===== src/rtl/keypad_scan.sv =====
// 4x4 matrix keypad scanner with frame-based debounce, one key code per accepted press.
// Latency: a press is reported one cycle after the frame that completes debounce (DEBOUNCE_FRAMES frames of 4*SCAN_DIV cycles).
// Backpressure: none; key_valid and key_release are single-cycle pulses. Optional auto-repeat under `define KEYPAD_REPEAT_EN.
module keypad_scan #(
    parameter int SCAN_DIV            = 100000,
    parameter int DEBOUNCE_FRAMES     = 20,
    parameter int REPEAT_DELAY_FRAMES = 500,
    parameter int REPEAT_RATE_FRAMES  = 100
) (
    input  logic       clk,
    input  logic       reset_n,
    input  logic [3:0] col_n,
    output logic [3:0] row_n,
    output logic [3:0] key_code,
    output logic       key_valid,
    output logic       key_held,
    output logic       key_release
);

    localparam int DW = (SCAN_DIV > 1) ? $clog2(SCAN_DIV) : 1;
    localparam int CW = $clog2(DEBOUNCE_FRAMES + 1);
    localparam logic [DW-1:0] DWELL_LAST = DW'(SCAN_DIV - 1);
    localparam logic [CW-1:0] DB_LAST    = CW'(DEBOUNCE_FRAMES);

    localparam logic [1:0] S_IDLE     = 2'd0;
    localparam logic [1:0] S_PRESS_DB = 2'd1;
    localparam logic [1:0] S_PRESSED  = 2'd2;
    localparam logic [1:0] S_REL_DB   = 2'd3;

    // Parameter sanity checks at elaboration time.
    if (SCAN_DIV < 4) begin : g_chk_div
        $error("keypad_scan: SCAN_DIV must be >= 4");
    end
    if (DEBOUNCE_FRAMES < 1) begin : g_chk_db
        $error("keypad_scan: DEBOUNCE_FRAMES must be >= 1");
    end
    if (REPEAT_DELAY_FRAMES < 1 || REPEAT_RATE_FRAMES < 1) begin : g_chk_rpt
        $error("keypad_scan: repeat delay and rate must be >= 1");
    end

    logic [3:0]    col_meta;
    logic [3:0]    col_sync;
    logic [DW-1:0] dwell;
    logic [1:0]    row;
    logic [1:0]    acc_hits;   // intersections seen so far this frame: 0, 1, or 2 meaning "two or more"
    logic [3:0]    acc_key;
    logic [1:0]    state;
    logic [CW-1:0] cnt;
    logic [3:0]    cand;

    logic          dwell_last;
    logic          frame_end;
    logic [3:0]    row_hits;
    logic [2:0]    row_pop;
    logic [1:0]    col_idx;
    logic [1:0]    frame_hits;
    logic [3:0]    frame_key;
    logic          single;
    logic          match_cand;
    logic          match_code;
    logic [CW-1:0] cnt_inc;

`ifdef KEYPAD_REPEAT_EN
    localparam int RW = $clog2(REPEAT_DELAY_FRAMES + REPEAT_RATE_FRAMES + 1);
    localparam logic [RW-1:0] RPT_FIRST = RW'(REPEAT_DELAY_FRAMES);
    localparam logic [RW-1:0] RPT_NEXT  = RW'(REPEAT_DELAY_FRAMES + REPEAT_RATE_FRAMES);
    logic [RW-1:0] rpt_cnt;
    logic [RW-1:0] rpt_inc;
    assign rpt_inc = rpt_cnt + RW'(1);
`endif

    assign row_n      = ~(4'b0001 << row);
    assign dwell_last = (dwell == DWELL_LAST);
    assign frame_end  = dwell_last && (row == 2'd3);
    assign row_hits   = ~col_sync;
    assign row_pop    = 3'($countones(row_hits));
    assign single     = (frame_hits == 2'd1);
    assign match_cand = single && (frame_key == cand);
    assign match_code = single && (frame_key == key_code);
    assign cnt_inc    = cnt + CW'(1);

    // Two-flop synchronizer; idle (all high) out of reset.
    always_ff @(posedge clk) begin
        if (!reset_n) begin
            col_meta <= 4'hF;
            col_sync <= 4'hF;
        end else begin
            col_meta <= col_n;
            col_sync <= col_meta;
        end
    end

    // Fold the current row's columns into the running frame result.
    always_comb begin
        col_idx    = 2'd0;
        frame_hits = acc_hits;
        frame_key  = acc_key;
        for (int c = 0; c < 4; c++) begin
            if (row_hits[c]) col_idx = 2'(c);
        end
        if (row_pop >= 3'd2) begin
            frame_hits = 2'd2;
        end else if (row_pop == 3'd1) begin
            if (acc_hits == 2'd0) begin
                frame_hits = 2'd1;
                frame_key  = {row, col_idx};
            end else begin
                frame_hits = 2'd2;
            end
        end
    end

    // Row dwell timer, row rotation and per-frame accumulation (sampled on the last dwell cycle).
    always_ff @(posedge clk) begin
        if (!reset_n) begin
            dwell    <= '0;
            row      <= 2'd0;
            acc_hits <= 2'd0;
            acc_key  <= 4'd0;
        end else if (dwell_last) begin
            dwell <= '0;
            row   <= row + 2'd1;
            if (row == 2'd3) begin
                acc_hits <= 2'd0;
                acc_key  <= 4'd0;
            end else begin
                acc_hits <= frame_hits;
                acc_key  <= frame_key;
            end
        end else begin
            dwell <= dwell + DW'(1);
        end
    end

    // Press/release debounce FSM, stepped once per completed frame; MULTI and NONE both count as "no key".
    always_ff @(posedge clk) begin
        if (!reset_n) begin
            state       <= S_IDLE;
            cnt         <= '0;
            cand        <= 4'd0;
            key_code    <= 4'd0;
            key_valid   <= 1'b0;
            key_held    <= 1'b0;
            key_release <= 1'b0;
`ifdef KEYPAD_REPEAT_EN
            rpt_cnt     <= '0;
`endif
        end else begin
            key_valid   <= 1'b0;
            key_release <= 1'b0;
            if (frame_end) begin
                case (state)
                    S_IDLE: begin
                        if (single) begin
                            if (DEBOUNCE_FRAMES == 1) begin
                                key_code  <= frame_key;
                                key_valid <= 1'b1;
                                key_held  <= 1'b1;
                                cnt       <= '0;
                                state     <= S_PRESSED;
                            end else begin
                                cand  <= frame_key;
                                cnt   <= CW'(1);
                                state <= S_PRESS_DB;
                            end
                        end
                    end
                    S_PRESS_DB: begin
                        if (match_cand) begin
                            if (cnt_inc == DB_LAST) begin
                                key_code  <= cand;
                                key_valid <= 1'b1;
                                key_held  <= 1'b1;
                                cnt       <= '0;
                                state     <= S_PRESSED;
                            end else begin
                                cnt <= cnt_inc;
                            end
                        end else begin
                            cnt   <= '0;
                            state <= S_IDLE;
                        end
                    end
                    S_PRESSED: begin
                        if (match_code) begin
                            cnt <= '0;
`ifdef KEYPAD_REPEAT_EN
                            // First repeat after the delay, then fold back so each rate interval pulses again.
                            if (rpt_inc == RPT_NEXT) begin
                                rpt_cnt   <= RPT_FIRST;
                                key_valid <= 1'b1;
                            end else begin
                                rpt_cnt <= rpt_inc;
                                if (rpt_inc == RPT_FIRST) key_valid <= 1'b1;
                            end
`endif
                        end else begin
`ifdef KEYPAD_REPEAT_EN
                            rpt_cnt <= '0;
`endif
                            if (DEBOUNCE_FRAMES == 1) begin
                                key_held    <= 1'b0;
                                key_release <= 1'b1;
                                cnt         <= '0;
                                state       <= S_IDLE;
                            end else begin
                                cnt   <= CW'(1);
                                state <= S_REL_DB;
                            end
                        end
                    end
                    default: begin
                        if (match_code) begin
                            cnt   <= '0;
                            state <= S_PRESSED;
                        end else if (cnt_inc == DB_LAST) begin
                            key_held    <= 1'b0;
                            key_release <= 1'b1;
                            cnt         <= '0;
                            state       <= S_IDLE;
                        end else begin
                            cnt <= cnt_inc;
                        end
                    end
                endcase
            end
        end
    end

endmodule


===== config.mk =====
export PLATFORM = sky130hd
export DESIGN_NAME = keypad_scan
export DESIGN_NICKNAME = d
export VERILOG_FILES = /design/src/rtl/keypad_scan.sv
export SDC_FILE = /design/constraint.sdc
export NUM_CORES = 1
export LEC_CHECK = 0
export CAP_MARGIN = 20
export CORE_ASPECT_RATIO = 0.9
export CORE_MARGIN = 2
export CORE_UTILIZATION = 59
export CTS_CLUSTER_DIAMETER = 40
export DETAILED_ROUTE_END_ITERATION = 8
export GPL_TIMING_DRIVEN = 0
export HOLD_SLACK_MARGIN = 0.03
export PLACE_DENSITY_LB_ADDON = 0.15
export REMOVE_ABC_BUFFERS = 1
export SLEW_MARGIN = 5
export SYNTH_ARGS = -nofsm -noshare
export SYNTH_HDL_FRONTEND = slang
export SYNTH_SLANG_ARGS = --single-unit
export TNS_END_PERCENT = 1

===== constraint.sdc =====
create_clock -name clk -period 5 [get_ports clk]
set_input_delay 0.75 -clock clk [delete_from_list [all_inputs] [get_ports clk]]
set_output_delay 0.75 -clock clk [all_outputs]
set_load 0.01 [all_outputs]

==> Yosys cells after proc, flatten, opt, wreduce, memory -nomap -nowiden <==
Cells that the tools add are included.
Widths: inputs -> output; s select.
{ "classes": {"n_eq_ne": 14, "n_bitwise": 5, "reduce_logical": 15, "n_shift": 1, "add_sub_neg": 6, "n_mux": 30, "order_cmp": 1} }
{ "ops": {"columns": ["cell", "n"], "rows": [
  ["$mux 2", 12],
  ["$mux 5", 4],
  ["$add 17x1->17 const B", 1],
  ["$eq 17x17->1 const B", 1],
  ["$mux 4", 4],
  ["$pmux 5 s3", 1],
  ["$reduce_and 5->1", 2],
  ["$eq 4x4->1", 2],
  ["$not 4->4", 2],
  ["$reduce_and 4->1", 2],
  ["$mux 1", 7],
  ["$ne 2x2->1 const B", 3],
  ["$pmux 2 s3", 1],
  ["$reduce_or 6->1", 1],
  ["$add 5x1->5 const B", 1],
  ["$eq 5x5->1 const B", 1],
  ["$reduce_bool 5->1", 1],
  ["$add 1x1->2", 2],
  ["$eq 2x1->1 const B", 2],
  ["$eq 2x2->1 const B", 2],
  ["$logic_not 2->1", 2],
  ["$reduce_or 2->1", 2],
  ["$shl 1x2->4 const A", 1],
  ["$add 2x2->3", 1],
  ["10 further kinds", 14]
]} }
{ "totals": {"inputBits": 6, "wordCells": 85, "reg_bits": 51} }

==> Longest topological paths before layout <==
Gate-level depths: netlist of the first run.
{ "logic_depth": {"ltp_word": 11, "mapped_depth": 14, "mapped_depth_nobuf": 13} }

==> Worst setup path before layout of the first run <==
OpenSTA, ideal clock, no wires.
{ "synth_timing": {"path_kind": "register -> register", "start": "register col_sync[0]", "end": "register state[0]", "period_less_slack_ns": 3.564, "setup_time_ns": 0.096, "slack_ns": 1.436, "path_stages_with_launch": 14, "t_arrival_ns": 3.469, "n_path_buf": 0, "path_cell_list": "dfxtp_1 > fa_1 > inv_1 > ha_1 > inv_1 > ha_1 > or3b_1 > nor2_2 > o21ai_2 > xnor2_2 > nor4_4 > mux2_4 > or2_4 > o41ai_2"} }
{ "synth_via": {"elab_chain_cells": 10} }
{ "synth_lines": {"columns": ["item", "line_no", "text"], "rows": [
  ["start: declaration", "42", "logic [3:0] col_sync;"],
  ["start signal: assignment", "89", "col_sync <= col_meta;"],
  ["$not 4->4 (*)", "75", "assign row_hits = ~col_sync;"],
  ["$add 1x1->2 (implied by the code) (*)", "76", "assign row_pop = 3'($countones(row_hits));"],
  ["$add 2x2->3 (implied by the code) (*)", "76", null],
  ["parallel branches: the longest is 7 deep, another holds $ge 3x2->1", null, null],
  ["end signal: assignment", "138", "state <= S_IDLE;"],
  ["end signal: assignment", "160", "state <= S_PRESSED;"],
  ["end signal: assignment", "164", "state <= S_PRESS_DB;"],
  ["end: declaration", "47", "logic [1:0] state;"]
]} }
Mark *: on every way between the ends.
A chain may end at the register's enable or synchronous reset.

==> Worst setup path in the final report of the first run <==
Ends and elaborated chain as after synthesis.

==> flow_metrics.py, run 1 <==
metrics = {
    "logic_synthesis": {
        "yosys-top-cells-area": "dfxtp_1, ha_1, nor2_1",
        "synthFlopType": "dfxtp_1",
        "synth_top_area_share_pct": 37.35,
        "yosysSeqAreaShare_pct": 37.35,
        "yosysWarningCount": 0,
        "synth_most_common_cell": "dfxtp_1",
        "synth.distinct_cells": 52,
        "synthCells": 316,
        "synthTopCellsByCount": "dfxtp_1, nor2_1, nand2_1, a21oi_1, inv_1",
        "netlist_area_sq_um": 2734,
        "synth_edf_count": 0,
        "ys_ff_latch": 51,
        "synth_area_leader_cell": "dfxtp_1",
        "syn_area_per_cell_sq_um": 8.651,
        "async_flop_share_pct": 0,
    },
    "critical_path": {
        "rrSetupSlack_ns": 1.10,
        "rr_startpoint": "col_sync[0]$_SDFF_PN1_",
        "criticalPathCategory": "flip-flop to flip-flop",
        "worst_ep_required_time_ns": 5.21,
        "ff2ff_path_depth": 13,
        "start_kind": "flip-flop",
        "crit_arrival_ns": 4.11,
        "timing.rr.end": "state[0]$_SDFFE_PN0P_",
        "critPathMaxFanout": 7,
        "crit_path_end_kind": "flip-flop",
    },
    "finish": {
        "postLayoutCoreUtil_pct": 68.56,
        "seq_area_sq_um": 1021,
        "fill_cells": 406,
        "stdcell_area_sq_um": 3058,
        "fin_nets": 351,
        "multi_input_area_sq_um": 1618,
        "stdcell_count": 394,
        "drive_above_1_share_pct": 9.639,
        "area_delta_synth_final_pct": 11.85,
        "diodes": 0,
    },
    "grt": {
        "grtUsageTotal_pct": 22.24,
        "grt_pass1_vias": 1932,
        "grt_pass1_wl_mm": 8.763,
        "antenna_found_initial": 0,
        "grt_max_degree": 27,
        "grt-ovfl-total": 0,
    },
    "place": {
        "placed_area_sq_um": 2934,
        "place_congestion": 0.7999,
        "pre_cts_ws_ns": 1.109,
        "io_buffers": 16,
        "place_inst": 386,
        "dp_hpwl_mm": 3.738,
    },
    "sta": {
        "fin_ws_ns": 1.097,
        "rsz0062_at_grt": "no",
        "slew_violations": 0,
        "hold_viol_final": 0,
        "fin_crit_ns": 3.903,
        "slew_headroom_pct": 45.33,
        "whs_ns": 0.4112,
        "max_slew.worst_pin.slew_ns": 0.8150,
        "finalSetupViolations": 0,
        "finClkSkew_ns": 0.003909,
        "timing.fmax_mhz": 256.2,
        "timing.setup.tns_ns": 0,
        "post-route-period-util_pct": 78.06,
    },
    "detailed_routing": {
        "vias": 2204,
        "drtPass1Iterations": 5,
        "routed_wl_mm": 5.159,
        "wl_per_cell_um": 13.09,
        "avgViaCountPerCell": 5.594,
        "ant_nets": 0,
        "drc": 0,
        "dr.first_iter.drc_count": 145,
    },
    "clocking": {
        "numCtsBuffers": 5,
        "cts_tree": "yes",
        "cts.htree.levels": 2,
        "clock_latency_ns": 0.31,
        "cts_root_buf": "clkbuf_8",
        "cts_setup_buffers": 0,
        "cts_buffer_depth": 2,
        "cts.repair.resized": 0,
        "clk_transition_reported_paths_ns": 0.09,
        "cts.sinks": 51,
        "ctsHoldBuffers": 0,
    },
    "job": {
        "maxCapViolCount": 0,
    },
    "pwr": {
        "power.total_uw": 783.6,
        "power_leakage_nw": 1.154,
        "power_density_nw_per_um2": 256.2,
        "ir_drop_uv": 213.2,
    },
    "die": {
        "die_x_um": 75.76,
        "start_util_pct": 61.29,
        "die_h_um": 68.58,
        "die-area_sq_um": 5195,
        "num_io_pins": 17,
        "rows": 23,
        "core-area_sq_um": 4461,
    },
    "worst_hold_path": {
        "hold_start": "col_meta[1]$_SDFF_PN1_",
        "min_path_type": "flip-flop to flip-flop",
        "whs_path_depth": 1,
        "hold_end": "col_sync[1]$_SDFF_PN1_",
    },
    "status": {
        "status": "finished clean",
    },
}
==> power by group <==
part	internal [mW]	switching, mW
Clock	0.162	0.137
Sequential	0.411	0.00272
Combinational	0.0299	0.0415
Total	0.603	0.181
==> final cells by class <==
| type | count | share of cell area [%] |
|---|---|---|
| clock buffers | 6 | 2.700 |
| flip-flops and latches | 51 | 33.39 |
| inverters | 17 | 2.087 |
| well taps | 62 | 2.537 |
| repair buffers | 16 | 5.237 |
| multi-input cells | 240 | 52.91 |
| clock inverters | 2 | 1.146 |
==> worst max-delay path, cell delays in order (launching register included) <==
cell,delay [ns]
dfxtp_1,0.33
fa_1,0.52
inv_1,0.04
ha_1,0.18
inv_1,0.06
ha_1,0.30
or3b_1,0.43
nor2_2,0.21
o21ai_2,0.13
xnor2_2,0.17
nor4_4,0.54
mux2_4,0.37
or2_4,0.26
o41ai_2,0.27
==> routing by layer <==
layer | wire [um] | track usage (%) | up-vias | share of wire [%]
li1 | - | - | 1118 | -
met1 | 2685 | 31.63 | 1037 | 52
met2 | 2179 | 33.62 | 42 | 42
met3 | 217 | 4.360 | 7 | 4.2
met4 | 77 | 7.456 | 0 | 1.5
met5 | 0 | 0 | - | 0
==> worst max-delay path by stage <==
stage / startpoint / endpoint / slack (ns) / cells past startpoint
final: col_sync[0]$_SDFF_PN1_ / state[0]$_SDFFE_PN0P_ / 1.10 / 13
after detailed placement: col_sync[0]$_SDFF_PN1_ / state[0]$_SDFFE_PN0P_ / 1.11 / 13
after global routing: col_sync[1]$_SDFF_PN1_ / state[0]$_SDFFE_PN0P_ / 0.88 / 13
after floorplan: col_sync[0]$_SDFF_PN1_ / state[0]$_SDFFE_PN0P_ / 1.43 / 13
after global placement: col_sync[0]$_SDFF_PN1_ / state[0]$_SDFFE_PN0P_ / 1.19 / 13
after CTS: col_sync[3]$_SDFF_PN1_ / state[0]$_SDFFE_PN0P_ / 1.09 / 13
==> state kept, by name, summed over array words and instances (netlist names) <==
name,flops
dwell,17
acc_hits,2
col_sync,4
cnt,5
key_code,4
key_held,1
key_valid,1
col_meta,4
row,2
key_release,1
state,2
acc_key,4
cand,4
==> kinds of logic after synthesis <==
family	count (synthesis)	synth area share, %
AND/OR/NAND/NOR	148	30.39
flip-flops	51	37.35
AO/OA/AOI/OAI	48	10.80
buffers and inverters	25	3.707
XOR/XNOR	19	6.362
adder cells (fa/ha/maj)	14	6.682
multiplexers	11	4.714
==> cell usage in the layout, fill, tap and decap left out, drive strengths merged, types with 4 or more instances in the layout <==
master / count
nor4: 7
nor2: 37
nand4: 10
ha: 13
clkbuf: 6
dfxtp: 51
o21ai: 21
clkdlybuf4s50: 16
and2: 4
mux2i: 9
or3: 5
xor2: 8
nand2: 29
inv: 16
and3: 4
nor3: 7
a21oi: 18
nand2b: 12
or2: 4
nand3: 7
nor2b: 9
xnor2: 11
(Power assumes the default switching activity.)
==> run 2, diff against run 1 <==
==> constraint.sdc (replaced) <==
create_clock -name clk -period 3.7 [get_ports clk]
set_input_delay 0.555 -clock clk [delete_from_list [all_inputs] [get_ports clk]]
set_output_delay 0.555 -clock clk [all_outputs]
set_load 0.01 [all_outputs]
==> run 2 against run 1 <==
  * Clock skew is 0.0039 ns higher
  * Via count up 2.6%
  * Largest power group unchanged
  * Cell area increased by 2.0%
  * Utilization increased by 1.4 points
  * Die area unchanged
  * Sequential power increased by 35%
  * Worst setup slack got worse by 0.93 ns
  * Register-to-register slack got worse by 0.93 ns
  * Critical path type unchanged
  * Fmax increased by 11%
  * Non-clock buffer count increased by 2
==> flow_metrics.py, run 2 (synthesis results as in run 1) <==
metrics = {
    "sta": {
        "hold_viol_final": 0,
        "max_slew.worst_pin.slew_ns": 0.8333,
        "whs_ns": 0.4115,
        "rsz0062_at_grt": "no",
        "slew_violations": 0,
        "slew_headroom_pct": 44.10,
        "post-route-period-util_pct": 95.42,
        "finalSetupViolations": 0,
        "timing.fmax_mhz": 283.3,
        "fin_crit_ns": 3.530,
        "finClkSkew_ns": 0.007848,
    },
    "grt": {
        "antenna_found_initial": 0,
        "grtUsageTotal_pct": 22.57,
        "grt_pass1_wl_mm": 8.894,
        "grt_pass1_vias": 1941,
        "grt-ovfl-total": 0,
        "grt_max_degree": 27,
    },
    "worst_hold_path": {
        "whs_path_depth": 1,
        "hold_end": "col_sync[1]$_SDFF_PN1_",
        "min_path_type": "flip-flop to flip-flop",
        "hold_start": "col_meta[1]$_SDFF_PN1_",
    },
    "critical_path": {
        "cp_top_family": "simple AND/OR/NAND/NOR gates",
        "start_kind": "flip-flop",
        "crit_path_end_kind": "flip-flop",
        "worst_ep_required_time_ns": 3.92,
        "crit_arrival_ns": 3.75,
        "path_cells": "fa_1 -> inv_1 -> ha_1 -> inv_2 -> ha_4 -> or3b_4 -> nor2_4 -> o21ai_4 -> xnor2_2 -> nor4_4 -> mux2_4 -> or2_4 -> o31ai_2",
        "criticalPathCategory": "flip-flop to flip-flop",
        "critPathMaxFanout": 7,
        "crit_slowest_cell": "fa_1",
        "max_stage_delay_ns": 0.52,
        "timing.rr.end": "state[1]$_SDFFE_PN0P_",
        "ff2ff_path_depth": 13,
        "worst-path-buf-inv": 2,
        "rrSetupSlack_ns": 0.17,
        "rr_startpoint": "col_sync[0]$_SDFF_PN1_",
    },
    "detailed_routing": {
        "ant_nets": 0,
        "routed_wl_mm": 5.420,
        "dr.first_iter.drc_count": 183,
        "vias": 2261,
        "avgViaCountPerCell": 5.710,
        "drtPass1Iterations": 5,
        "drc": 0,
        "wl_per_cell_um": 13.69,
    },
    "finish": {
        "reg_top3": "dwell (17), cnt (5)",
        "seq_area_sq_um": 1022,
        "fin_nets": 353,
        "largest_reg_flops": 17,
        "final_common_cell": "dfxtp_1",
        "drive_above_1_share_pct": 11.68,
        "area_delta_synth_final_pct": 14.10,
        "most-common-layout-cells": "dfxtp_1, nor2_1, nand2_1",
        "fill_cells": 396,
        "diodes": 0,
        "multi_input_area_sq_um": 1663,
        "regMostFlops": "dwell",
    },
    "pwr": {
        "power.internal_uw": 825.4,
        "power_density_nw_per_um2": 346.3,
        "seqPwrFrac_pct": 51.7,
        "p_sw_uw": 254.9,
        "power.total_mw": 1.080,
        "clockPowerShare_pct": 37.6,
        "power_leakage_nw": 1.172,
        "ir_drop_uv": 285.2,
        "pwr-share-comb_pct": 10.7,
        "switching_share_pct": 23.60,
    },
    "die": {
        "rows": 23,
        "die_h_um": 68.58,
        "core-area_sq_um": 4461,
        "die_x_um": 75.76,
        "num_io_pins": 17,
        "start_util_pct": 61.29,
        "die-area_sq_um": 5195,
    },
    "place": {
        "io_buffers": 16,
        "place_congestion": 0.7999,
        "dp_hpwl_mm": 3.738,
    },
    "clocking": {
        "cts.htree.levels": 2,
        "cts_root_buf": "clkbuf_8",
        "clock_latency_ns": 0.31,
        "cts.sinks": 51,
        "cts_tree": "yes",
        "ctsHoldBuffers": 0,
        "clk_transition_reported_paths_ns": 0.09,
        "numCtsBuffers": 5,
        "cts_buffer_depth": 2,
    },
    "job": {
        "maxCapViolCount": 0,
    },
    "status": {
        "status": "finished clean",
    },
}
## run 2: per-layer routing
layer	GRT usage [%]	up-vias	share of wire, %
met5	0	-	0
met3	4.360	9	4.2
met1	32.53	1079	52
met4	7.456	0	1.6
li1	-	1120	-
met2	33.73	53	43
## run 2: how the worst max path moves through the flow
| stage | from | endpoint | slack [ns] | cells past startpoint |
|---|---|---|---|---|
| after detailed placement | col_sync[0]$_SDFF_PN1_ | state[0]$_SDFFE_PN0P_ | -0.19 | 13 |
| after global routing | col_sync[0]$_SDFF_PN1_ | key_code[2]$_SDFFE_PN0P_ | 0.04 | 12 |
| final | col_sync[0]$_SDFF_PN1_ | state[1]$_SDFFE_PN0P_ | 0.17 | 13 |
| after floorplan | col_sync[0]$_SDFF_PN1_ | state[0]$_SDFFE_PN0P_ | 0.13 | 13 |
| after global placement | col_sync[0]$_SDFF_PN1_ | state[0]$_SDFFE_PN0P_ | -0.11 | 13 |
| after CTS | col_sync[3]$_SDFF_PN1_ | state[0]$_SDFFE_PN0P_ | 0.02 | 13 |
## run 2: power by group through the flow
stage          Sequential [mW]  Combinational [mW]  Clock (mW)
2_1_floorplan            0.571              0.0718           0
3_3_place_gp             0.572              0.0932           0
3_5_place_dp             0.572              0.0958           0
4_1_cts                  0.559               0.104       0.412
5_1_grt                  0.560               0.124       0.437
6_report                 0.559               0.115       0.406
## run 2: cell type report
type / instances / area share (%)
repair buffers: 18 / 5.616
multi-input cells: 240 / 53.31
well taps: 62 / 2.487
clock inverters: 2 / 1.123
inverters: 17 / 2.046
clock buffers: 6 / 2.647
flip-flops and latches: 51 / 32.77
## run 2: worst reg2reg max path, stage by stage, from the launching register on
cell and delay [ns]:
dfxtp_2 0.33, fa_1 0.52, inv_1 0.04, ha_1 0.19
inv_2 0.07, ha_4 0.22, or3b_4 0.43, nor2_4 0.19
o21ai_4 0.10, xnor2_2 0.16, nor4_4 0.37, mux2_4 0.35
or2_4 0.26, o31ai_2 0.20
## run 2: through the flow
| step | instance area (sq um) | TNS [ns] | setup WS [ns] | utilization [%] | cells |
|---|---|---|---|---|---|
| 4_1_cts | 3070 | 0 | 0.01944 | 68.84 | 395 |
| 3_3_place_gp | 2934 | -0.1509 | -0.1060 | 65.78 | 386 |
| 2_1_floorplan | 2696 | 0 | 0.1321 | - | 308 |
| 3_5_place_dp | 2934 | -0.3148 | -0.1908 | 65.78 | 386 |
| 5_1_grt | 3119 | 0 | 0.04236 | 69.93 | 396 |
| 6_report | 3119 | 0 | 0.1696 | 69.93 | 396 |
## run 2: what timing repair did
item | in CTS | in global routing
resized for setup | 2 | 8
buffers inserted | 1 | 1
setup endpoints to repair | 2 | 9
pin swaps | 1 | 4
==> run 3, diff against run 2 <==
--- a/config.mk
+++ b/config.mk
@@ -7,7 +7,7 @@
 export LEC_CHECK = 0
 export CAP_MARGIN = 20
 export CORE_ASPECT_RATIO = 0.9
-export CORE_MARGIN = 2
+export CORE_MARGIN = 8
 export CORE_UTILIZATION = 59
 export CTS_CLUSTER_DIAMETER = 40
 export DETAILED_ROUTE_END_ITERATION = 8
==> constraint.sdc (replaced) <==
create_clock -name clk -period 3.88 [get_ports clk]
set_input_delay 0.582 -clock clk [delete_from_list [all_inputs] [get_ports clk]]
set_output_delay 0.582 -clock clk [all_outputs]
set_load 0.01 [all_outputs]
==> run 3 against run 2 <==
  * Sequential share of layout area increased by 0.73 points
  * Cell count unchanged
  * Wire length decreased by 4.7%
  * Clock power decreased by 27%
==> flow_metrics.py, run 3 (synthesis results as in run 1) <==
metrics = {
    "critical_path": {
        "start_kind": "flip-flop",
        "criticalPathCategory": "flip-flop to flip-flop",
        "worst_ep_required_time_ns": 4.08,
        "crit_arrival_ns": 3.85,
        "crit_path_end_kind": "flip-flop",
        "critPathMaxFanout": 7,
    },
    "finish": {
        "stdcell_count": 396,
        "regMostFlops": "dwell",
        "fin_nets": 353,
        "final_common_cell": "dfxtp_1",
        "largest_reg_flops": 17,
        "fill_cells": 375,
        "diodes": 0,
        "most-common-layout-cells": "dfxtp_1, nor2_1, nand2_1",
        "area_delta_synth_final_pct": 11.49,
        "seq_area_sq_um": 1021,
        "reg_top3": "dwell (17), cnt (5)",
        "drive_above_1_share_pct": 10.48,
        "multi_input_area_sq_um": 1629,
    },
    "place": {
        "dp_hpwl_mm": 3.821,
        "place_congestion": 0.8156,
        "place_inst": 386,
        "io_buffers": 16,
    },
    "grt": {
        "grt-ovfl-total": 0,
        "grtUsageTotal_pct": 16.01,
        "grt_pass1_vias": 1980,
        "antenna_found_initial": 0,
        "grt_max_degree": 27,
        "grt_pass1_wl_mm": 9.101,
    },
    "sta": {
        "slew_headroom_pct": 48.05,
        "slew_violations": 0,
        "timing.fmax_mhz": 274.1,
        "hold_viol_final": 0,
        "post-route-period-util_pct": 94.04,
        "rsz0062_at_grt": "no",
        "whs_ns": 0.4120,
        "fin_crit_ns": 3.649,
        "finalSetupViolations": 0,
        "max_slew.worst_pin.slew_ns": 0.7745,
        "finClkSkew_ns": 0.009459,
    },
    "job": {
        "maxCapViolCount": 0,
    },
    "detailed_routing": {
        "ant_nets": 0,
        "drtPass1Iterations": 4,
        "vias": 2150,
        "dr.first_iter.drc_count": 107,
        "avgViaCountPerCell": 5.429,
        "routed_wl_mm": 5.164,
        "drc": 0,
        "wl_per_cell_um": 13.04,
    },
    "pwr": {
        "power_leakage_nw": 1.154,
        "power_density_nw_per_um2": 303.9,
        "ir_drop_uv": 288.3,
    },
    "die": {
        "num_io_pins": 17,
        "die-area_sq_um": 7071,
        "die_x_um": 87.76,
        "die_h_um": 80.58,
        "rows": 23,
        "core-area_sq_um": 4461,
        "start_util_pct": 61.29,
    },
    "clocking": {
        "cts_buffer_depth": 2,
        "clk_transition_reported_paths_ns": 0.09,
        "cts.sinks": 51,
        "clock_latency_ns": 0.30,
        "cts_tree": "yes",
        "numCtsBuffers": 5,
        "cts.htree.levels": 2,
        "cts_root_buf": "clkbuf_8",
    },
    "worst_hold_path": {
        "min_path_type": "flip-flop to flip-flop",
    },
    "status": {
        "status": "finished clean",
    },
}
run 3: layout make-up:
| type | instances | area share, % |
|---|---|---|
| clock inverters | 3 | 0.4926 |
| flip-flops and latches | 51 | 33.50 |
| multi-input cells | 240 | 53.45 |
| inverters | 17 | 2.094 |
| well taps | 62 | 2.545 |
| clock buffers | 5 | 2.258 |
| repair buffers | 18 | 5.665 |
run 3: worst max-delay path, cell delays in order, from the launching register on:
cell and delay, ns:
dfxtp_1 0.33, fa_1 0.53, inv_1 0.04, ha_1 0.18, inv_1 0.06, ha_2 0.31, or3b_1 0.44, nor2_4 0.16
o21ai_2 0.12, xnor2_2 0.16, nor4_4 0.35, mux2_4 0.35, or2_4 0.26, o41ai_2 0.27
run 3: report_power, final:
group | internal, mW | leakage [nW] | switching (mW)
clock | 0.124 | 0.0477 | 0.172
combinational | 0.0430 | 0.693 | 0.0546
sequential | 0.529 | 0.413 | 0.00341
total | 0.696 | 1.15 | 0.230
run 3: metal layers:
layer / routed length, um / share of wire, % / up-vias / track usage (%)
met1: 2744 / 53 / 1002 / 22.48
met2: 2193 / 42 / 24 / 23.97
met5: 0 / 0 / - / 0
li1: - / - / 1120 / -
met3: 179 / 3.5 / 4 / 3.160
met4: 47 / 0.91 / 0 / 4.631
run 3: timing repair:
item                                    CTS  global route
setup buffers                             1             0
resized for setup                         0             4
endpoints found under the setup margin    1             2
hold buffers                              0             0
pin swaps                                 1             1
run 3: metrics by stage:
step	power, mW	cell area (sq um)	worst slack [ns]	util, %	TNS, ns
2_1_floorplan	0.6130	2696	0.3121	-	0
3_3_place_gp	0.6337	2934	0.08290	65.78	0
3_5_place_dp	0.6361	2934	-0.004686	65.78	-0.004686
4_1_cts	0.9266	3025	0.08166	67.83	0
5_1_grt	0.9657	3048	0.03546	68.33	0
6_report	0.9263	3048	0.2311	68.33	0
run 3: final timing paths:
path | start | end | slack, ns | cells after the start
worst min-delay path | col_meta[1]$_SDFF_PN1_ | col_sync[1]$_SDFF_PN1_ | 0.41 | 1
worst max-delay path | col_sync[0]$_SDFF_PN1_ | state[0]$_SDFFE_PN0P_ | 0.23 | 13
worst max register to register | col_sync[0]$_SDFF_PN1_ | state[0]$_SDFFE_PN0P_ | 0.23 | 13
worst min register to register | col_meta[1]$_SDFF_PN1_ | col_sync[1]$_SDFF_PN1_ | 0.41 | 1
